**src/rtl/rc4_crack_pkg.sv**
```systemverilog
// rtl/rc4_crack_pkg.sv - shared types and defaults for the RC4 key-search dispatcher
package rc4_crack_pkg;

  typedef enum logic [1:0] {
    S_IDLE,
    S_DISPATCH,
    S_DRAIN,
    S_DONE
  } dispatch_state_t;

  localparam int KEY_W_DEFAULT = 24;

endpackage

```
**src/rtl/rc4_crack_dispatcher_if.sv**
```systemverilog
// rtl/rc4_crack_dispatcher_if.sv - dispatcher <-> crack-core array bus
interface rc4_crack_dispatcher_if #(
  parameter int NUM_CORES = 4,
  parameter int KEY_W     = 24
);
  logic [NUM_CORES-1:0][KEY_W-1:0] core_key;
  logic [NUM_CORES-1:0]            core_start;
  logic [NUM_CORES-1:0]            core_done;
  logic [NUM_CORES-1:0]            core_valid;

  modport master (
    output core_key,
    output core_start,
    input  core_done,
    input  core_valid
  );

  modport slave (
    input  core_key,
    input  core_start,
    output core_done,
    output core_valid
  );
endinterface

```
**src/rtl/rc4_crack_slot.sv**
```systemverilog
// rtl/rc4_crack_slot.sv - per-core key register, start pulse and in-flight flag
module rc4_crack_slot
  import rc4_crack_pkg::*;
#(
  parameter int KEY_W = KEY_W_DEFAULT
) (
  input  logic             clk,
  input  logic             reset,
  input  logic             clear,
  input  logic             load,
  input  logic             retire,
  input  logic [KEY_W-1:0] load_key,
  output logic [KEY_W-1:0] core_key,
  output logic             core_start,
  output logic             inflight
);

  // A load on the same cycle as a global clear wins: the restart dispatch reuses this slot.
  always_ff @(posedge clk or posedge reset) begin
    if (reset) begin
      core_key   <= '0;
      core_start <= 1'b0;
      inflight   <= 1'b0;
    end else begin
      core_start <= load;
      if (load) begin
        core_key <= load_key;
        inflight <= 1'b1;
      end else if (clear || retire) begin
        inflight <= 1'b0;
      end
    end
  end

endmodule

```
**src/rtl/rc4_crack_dispatcher.sv**
```systemverilog
// rtl/rc4_crack_dispatcher.sv - round-robin RC4 key-range dispatcher over NUM_CORES crack cores
// keys_tried counter is built only when RC4_CRACK_PROGRESS_EN is defined.
module rc4_crack_dispatcher
  import rc4_crack_pkg::*;
#(
  parameter int NUM_CORES = 4,
  parameter int CORE_ID_W = 2,
  parameter int KEY_W     = KEY_W_DEFAULT
) (
  input  logic                   clk,
  input  logic                   reset,
  input  logic                   start,
  input  logic                   abort,
  input  logic [KEY_W-1:0]       key_lo,
  input  logic [KEY_W-1:0]       key_hi,
  rc4_crack_dispatcher_if.master cores,
  output logic                   busy,
  output logic                   finish,
  output logic                   found,
  output logic [KEY_W-1:0]       secret_key,
  output logic [CORE_ID_W-1:0]   found_core_id,
  output logic [KEY_W:0]         keys_tried
);

  dispatch_state_t state;
  logic [CORE_ID_W-1:0] ptr;
  logic [KEY_W-1:0]     next_key;
  logic [KEY_W-1:0]     hi_r;

  logic [NUM_CORES-1:0][KEY_W-1:0] key_q;
  logic [NUM_CORES-1:0]            start_q;
  logic [NUM_CORES-1:0]            inflight_vec;
  logic [NUM_CORES-1:0]            retire_mask;
  logic [NUM_CORES-1:0]            remaining;

  logic                 sel_inflight, sampled, hit;
  logic                 abort_take, start_take, clear_all;
  logic                 dispatch_en, retire_en;
  logic [CORE_ID_W-1:0] dispatch_idx;
  logic [KEY_W-1:0]     dispatch_key;

  function automatic logic [CORE_ID_W-1:0] wrap_inc(input logic [CORE_ID_W-1:0] p);
    return (p == CORE_ID_W'(NUM_CORES - 1)) ? '0 : p + 1'b1;
  endfunction

  assign cores.core_key   = key_q;
  assign cores.core_start = start_q;

  // A core still showing its start pulse has not yet dropped core_done, so it is never sampled then.
  always_comb begin
    sel_inflight = inflight_vec[ptr];
    sampled      = sel_inflight && !start_q[ptr] && cores.core_done[ptr];
    hit          = sampled && cores.core_valid[ptr];
    abort_take   = abort && (state != S_IDLE);
    start_take   = start && !abort_take && ((state == S_IDLE) || (state == S_DONE));
    clear_all    = abort_take || start_take;
    dispatch_en  = 1'b0;
    dispatch_idx = ptr;
    dispatch_key = next_key;
    retire_en    = 1'b0;
    if (start_take) begin
      dispatch_en  = (key_lo <= key_hi);
      dispatch_idx = '0;
      dispatch_key = key_lo;
    end else if (!abort_take && (state == S_DISPATCH) && !hit && (!sel_inflight || sampled)) begin
      dispatch_en = 1'b1;
    end
    if (!abort_take && (state == S_DRAIN) && sampled) begin
      retire_en = 1'b1;
    end
    retire_mask      = '0;
    retire_mask[ptr] = retire_en;
    remaining        = inflight_vec & ~retire_mask;
  end

  for (genvar i = 0; i < NUM_CORES; i++) begin : g_slot
    rc4_crack_slot #(.KEY_W(KEY_W)) u_slot (
      .clk        (clk),
      .reset      (reset),
      .clear      (clear_all),
      .load       (dispatch_en && (dispatch_idx == CORE_ID_W'(i))),
      .retire     (retire_mask[i]),
      .load_key   (dispatch_key),
      .core_key   (key_q[i]),
      .core_start (start_q[i]),
      .inflight   (inflight_vec[i])
    );
  end

  always_ff @(posedge clk or posedge reset) begin
    if (reset) begin
      state         <= S_IDLE;
      ptr           <= '0;
      next_key      <= '0;
      hi_r          <= '0;
      busy          <= 1'b0;
      finish        <= 1'b0;
      found         <= 1'b0;
      secret_key    <= '0;
      found_core_id <= '0;
    end else if (abort_take) begin
      state  <= S_DONE;
      busy   <= 1'b0;
      finish <= 1'b1;
      found  <= 1'b0;
    end else begin
      case (state)
        S_IDLE, S_DONE: begin
          if (start_take) begin
            found <= 1'b0;
            hi_r  <= key_hi;
            // The first key goes to core 0 on the start edge itself.
            if (dispatch_en) begin
              state      <= (key_lo == key_hi) ? S_DRAIN : S_DISPATCH;
              next_key   <= key_lo + KEY_W'(1);
              ptr        <= wrap_inc('0);
              secret_key <= key_lo;
              busy       <= 1'b1;
              finish     <= 1'b0;
            end else begin
              state    <= S_DONE;
              next_key <= key_lo;
              ptr      <= '0;
              busy     <= 1'b0;
              finish   <= 1'b1;
            end
          end
        end
        S_DISPATCH, S_DRAIN: begin
          ptr <= wrap_inc(ptr);
          if (hit) begin
            state         <= S_DONE;
            busy          <= 1'b0;
            finish        <= 1'b1;
            found         <= 1'b1;
            secret_key    <= key_q[ptr];
            found_core_id <= ptr;
          end else if (dispatch_en) begin
            secret_key <= next_key;
            // Compare against the end of range instead of relying on wrap, so all-ones is a legal key_hi.
            if (next_key == hi_r) begin
              state <= S_DRAIN;
            end else begin
              next_key <= next_key + KEY_W'(1);
            end
          end else if ((state == S_DRAIN) && (remaining == '0)) begin
            state      <= S_DONE;
            busy       <= 1'b0;
            finish     <= 1'b1;
            secret_key <= hi_r;
          end
        end
        default: state <= S_IDLE;
      endcase
    end
  end

`ifdef RC4_CRACK_PROGRESS_EN
  logic [KEY_W:0] tried_q;

  always_ff @(posedge clk or posedge reset) begin
    if (reset) begin
      tried_q <= '0;
    end else if (start_take) begin
      tried_q <= {{KEY_W{1'b0}}, dispatch_en};
    end else if (dispatch_en) begin
      tried_q <= tried_q + (KEY_W + 1)'(1);
    end
  end

  assign keys_tried = tried_q;
`else
  assign keys_tried = '0;
`endif

endmodule

```
**src/flat_wrapper.sv**
```systemverilog
// flat-port wrapper written by rule: the top's interface ports become plain ports
module rc4_crack_dispatcher_flat import rc4_crack_pkg::*;
#(
  parameter int NUM_CORES = 4,
  parameter int CORE_ID_W = 2,
  parameter int KEY_W     = KEY_W_DEFAULT
)
  (clk, reset, start, abort, key_lo, key_hi, busy, finish, found, secret_key, found_core_id, keys_tried, cores_core_key, cores_core_start, cores_core_done, cores_core_valid);
  rc4_crack_dispatcher_if #(.NUM_CORES(NUM_CORES), .KEY_W(KEY_W)) cores_i ();
  input  logic clk;
  input  logic reset;
  input  logic start;
  input  logic abort;
  input  logic [KEY_W-1:0] key_lo;
  input  logic [KEY_W-1:0] key_hi;
  output logic busy;
  output logic finish;
  output logic found;
  output logic [KEY_W-1:0] secret_key;
  output logic [CORE_ID_W-1:0] found_core_id;
  output logic [KEY_W:0] keys_tried;
  output wire logic [$bits(cores_i.core_key)-1:0] cores_core_key;
  output wire logic [$bits(cores_i.core_start)-1:0] cores_core_start;
  input wire logic [$bits(cores_i.core_done)-1:0] cores_core_done;
  input wire logic [$bits(cores_i.core_valid)-1:0] cores_core_valid;
  assign cores_core_key = cores_i.core_key;
  assign cores_core_start = cores_i.core_start;
  assign cores_i.core_done = cores_core_done;
  assign cores_i.core_valid = cores_core_valid;
  rc4_crack_dispatcher #(.NUM_CORES(NUM_CORES), .CORE_ID_W(CORE_ID_W), .KEY_W(KEY_W)) u_core (.clk(clk), .reset(reset), .start(start), .abort(abort), .key_lo(key_lo), .key_hi(key_hi), .cores(cores_i), .busy(busy), .finish(finish), .found(found), .secret_key(secret_key), .found_core_id(found_core_id), .keys_tried(keys_tried));
endmodule
```
**config.mk**
```make
export PLATFORM = sky130hd
export DESIGN_NAME = rc4_crack_dispatcher_flat
export DESIGN_NICKNAME = d
export VERILOG_FILES = /design/src/rtl/rc4_crack_pkg.sv /design/src/rtl/rc4_crack_dispatcher_if.sv /design/src/rtl/rc4_crack_slot.sv /design/src/rtl/rc4_crack_dispatcher.sv /design/src/flat_wrapper.sv
export SDC_FILE = /design/constraint.sdc
export NUM_CORES = 1
export LEC_CHECK = 0
export ABC_AREA = 1
export BUFFER_PORTS_ARGS = -buffer_cell sky130_fd_sc_hd__buf_2
export CAP_MARGIN = 20
export CORE_ASPECT_RATIO = 0.8
export CORE_MARGIN = 4
export CORE_UTILIZATION = 55
export CTS_BUF_LIST = sky130_fd_sc_hd__clkbuf_4
export DETAILED_ROUTE_END_ITERATION = 7
export GPL_TIMING_DRIVEN = 0
export PLACE_DENSITY = 0.79
export SLEW_MARGIN = 20
export SYNTH_ARGS = -nofsm -noshare
export SYNTH_HDL_FRONTEND = slang
export SYNTH_HIERARCHICAL = 1
export SYNTH_SLANG_ARGS = --single-unit
export TNS_END_PERCENT = 30
```
**constraint.sdc**
```tcl
create_clock -name clk -period 4.3 [get_ports clk]
set_input_delay 0.43 -clock clk [delete_from_list [all_inputs] [get_ports clk]]
set_output_delay 0.43 -clock clk [all_outputs]
set_load 0.01 [all_outputs]
```
==> results.txt <==
----------------------------------------------------
[Synth]
  Synthesized instance count ... 1,711
  Most repeated cell in the gate-level netlist after synthesis ... nand2_1
  Unique cell type count in the Yosys netlist ... 45
  Area share of the largest cell type after synthesis ... 38.6%
  Share of synthesized area spent on multiplexers ... 0%
  Share of the synthesized netlist area taken by xor and xnor gates ... 2.26%
  Post-synthesis average cell area ... 7.02 um^2
  Main combinational cell family by area after synthesis ... simple AND/OR/NAND/NOR gates
  Dominant register cell in the synthesized netlist ... dfrtp_1
  Complex-gate fraction of the synthesized area ... 9.51%
  Commonest cells in the netlist ... 629 x nand2_1, 185 x dfrtp_1, 134 x inv_1
  Number of register bits inferred by synthesis ... 185
  Yosys warns ... 6
  Area leader, netlist ... dfrtp_1
  Fraction of the yosys area taken by sequential cells ... 38.6%
  Simple-gate area share of the yosys netlist ... 35.1%
  Top area cells in the synthesized netlist ... dfrtp_1 39%, nand2_1 20%, o21ai_0 5.4%, nand3_1 4.6%, inv_1 4.2%
  Async set or reset register ratio after synthesis ... 100%
  Synth Cell Area ... 12,000 um^2
  Synth Area in Adders ... 3.44%
  Post-synth EDFFs ... 0

[GRT]
  Number of antenna violations at the first check in global routing ... 2
  First-pass GRT wire length ... 72.5 mm
  Number of global-route vias before repair ... 11,900
  Global router's overall resource usage ... 39.2%
  GRT Residual Overflow ... 0
  Pin count of the biggest net entering global routing ... 42

[Route]
  Detailed-router iteration count before antenna repair ... 6
  Remaining number of nets flagged by the antenna check after routing ... 0
  Iteration-0 DRC Markers ... 2,010
  Total Routed Length ... 48.5 mm
  Via total after detailed routing ... 13,200
  Ratio of routed vias to standard cells ... 5.90
  Routed wire length per instance ... 21.7 um
  DRC violations left ... 0

[CTS]
  Largest buffer count on any clock path ... 2
  Number of buffers added by the clock tree synthesis step ... 17
  Clock tree from TritonCTS ... yes
  Clock root buffer master ... clkbuf_4
  Clk slew on worst S/H paths ... 0.19 ns
  Number of buffers inserted to repair setup after CTS ... 0
  Insertion delay of the later-clocked pin in the worst-skew pair ... 0.61 ns
  # H-tree levels ... 4
  Number of sinks driven by the clock tree ... 185

[Timing]
  Number of pins exceeding their max-slew limit in the final report ... 0
  Setup TNS Final ... 0 ns
  Timing-limited maximum frequency ... 0.278 GHz
  RSZ-0062 raised after global routing ... false
  Final count of negative-setup-slack endpoints ... 0
  Tcrit/Tclk final ... 83.7%
  Final worst clock skew ... 0.0315 ns
  Transition time at the pin with the least slew margin ... 1.13 ns
  Worst relative slew slack ... 24.0%
  Number of hold violations in the final report ... 0
  Min Tclk post-route ... 3.60 ns

[Power and ir drop]
  Clock power frac ... 10.2%
  Largest vdd supply drop ... 0.000375 V
  Switching portion of total power ... 54.6%
  Portion of total power attributed to sequential cells ... 30.3%
  Switch Pwr ... 5.80 mW
  Share of power burned in combinational logic ... 59.5%
  Leak pwr ... 7.48 nW
  Cell Pwr Density ... 773 nW/um^2
  Pint ... 4.83 mW

[Worst setup path]
  Startpoint-to-endpoint class of the critical path ... register to register
  Arrival time at the worst endpoint ... 4.13 ns
  Required time of the worst setup path ... 4.83 ns
  Capturing element type of the critical path ... register
  Kind of start point of the critical path ... register
  Setup slack on the worst flop-to-flop path ... 0.70 ns
  Largest fanout on the critical path ... 10

[Run status]
  Status ... complete, no violations

[Placed design]
  DP HPWL ... 37.2 mm
  Number of port buffers ... 188
  Cell area reported after detailed placement ... 13,400 um^2
  Weighted congestion at the end of routability-driven global placement ... 1.02

[Floorplan]
  Starting density of the core ... 55.8%
  Die H ... 140 um
  Site row count ... 48
  Core box area ... 21,500 um^2
  Full die area ... 24,300 um^2
  IO Count ... 214
  X dimension of the die ... 173 um

[Layout]
  Fraction of layout instances using a drive strength above 1 ... 17.8%
  Final cell area excluding filler cells ... 13,700 um^2
  Total Nets Final ... 2,037
  Area growth from synthesis to layout ... 14.5%

[Hold path]
  Worst hold path type ... input port to register

[Flow run]
  Reported max-cap violation count ... 0

----------------------------------------------------
==> through the flow <==
step	util, %	hold slack [ns]	instances	power, mW	worst slack [ns]
floorplan	-	0.458	1735	6.95	1.69
global placement	62.2	0.455	2198	9.21	0.508
detailed placement	62.4	0.460	2199	9.34	0.784
CTS	63.9	0.0117	2232	10.4	0.892
global route	63.9	0.0162	2234	11.3	0.569
finish	63.9	0.0588	2234	10.6	0.702
==> critical path: stages (launching register included) <==
cell and delay [ns]:
dfrtp_1 0.49, clkinv_1 0.11, clkbuf_1 0.46, nand3_2 0.21, nand4_4 0.19, clkbuf_1 0.49
clkbuf_1 0.66, nand3_1 0.14, a21oi_1 0.50, nor2_1 0.14, nor2_1 0.12
==> what timing repair did <==
| action | in CTS | in global routing |
|---|---|---|
| resized for setup | 0 | 0 |
| hold buffers | 1 | 0 |
| hold endpoints to repair | 137 | 0 |
| setup endpoints to repair | 0 | 0 |
==> worst paths after layout <==
check	from	end	cells past startpoint
min in group asynchronous	reset	u_core/hi_r[21]$_DFFE_PP0P_	3
worst min-delay path	key_hi[18]	u_core/hi_r[18]$_DFFE_PP0P_	3
worst min register to register	u_core/secret_key[6]$_DFFE_PP0P_	u_core/secret_key[6]$_DFFE_PP0P_	2
max in group asynchronous	reset	u_core/hi_r[10]$_DFFE_PP0P_	4
worst max register to register	u_core/ptr[1]$_DFFE_PP0P_	u_core/secret_key[22]$_DFFE_PP0P_	10
worst max-delay path	u_core/ptr[1]$_DFFE_PP0P_	u_core/secret_key[22]$_DFFE_PP0P_	10
==> cell usage in the layout (no fill, tap or decap), types with 19 or more instances in the layout <==
| cell type | instances |
|---|---|
| dfrtp_1 | 185 |
| nand3_1 | 110 |
| conb_1 | 25 |
| buf_4 | 32 |
| buf_6 | 19 |
| nand4_1 | 39 |
| inv_1 | 129 |
| nand2_1 | 629 |
| nor2_1 | 126 |
| nand2_2 | 38 |
| o21ai_0 | 130 |
| clkbuf_1 | 44 |
| buf_2 | 193 |
| o22ai_1 | 26 |
| ha_1 | 33 |
| a21oi_1 | 34 |
==> routing by layer <==
metal  GRT usage [%]  routed length, um  share of wire, %  vias to the layer above
li1                -                  -                 -                     5906
met1            58.4              19900                41                     6194
met2            56.2              20300                42                      977
met3            8.77               6690                14                      106
met4            14.0               1650               3.4                        0
met5               0                  0                 0                        -
==> state kept, by name (all words and copies together) (netlist names) <==
| name | flops |
|---|---|
| u_core/busy | 1 |
| u_core/finish | 1 |
| u_core/found | 1 |
| u_core/found_core_id | 2 |
| u_core/g_slot.u_slot/core_key | 96 |
| u_core/g_slot.u_slot/core_start | 4 |
| u_core/g_slot.u_slot/inflight | 4 |
| u_core/hi_r | 24 |
| u_core/next_key | 24 |
| u_core/ptr | 2 |
| u_core/secret_key | 24 |
| u_core/state | 2 |
==> kinds of logic after synthesis <==
family | after synthesis
AOI/OAI and AO/OA | 214
xor gates and xnor gates | 31
adders and majority gates | 33
buffers and inverters | 257
DFF | 185
other | 1
and+or+nand+nor | 990
==> power by group through the flow <==
| stage | Sequential (mW) | Clock (mW) | Combinational [mW] |
|---|---|---|---|
| floorplan | 3.29 | 0 | 3.66 |
| global placement | 3.21 | 0 | 6.00 |
| detailed placement | 3.23 | 0 | 6.11 |
| CTS | 3.19 | 1.09 | 6.14 |
| global route | 3.31 | 1.16 | 6.82 |
| finish | 3.22 | 1.08 | 6.33 |
==> cell type report <==
cell class	count	area, um^2
Fill cell	2095	7760
Sequential cell	185	4630
Clock buffer	18	135
Inverter	144	573
Antenna cell	2	5.00
Multi-Input combinational cell	1293	6140
Tap cell	275	344
Clock inverter	14	181
Timing Repair Buffer	190	978
Buffer	113	758
(Power assumes the default switching activity.)
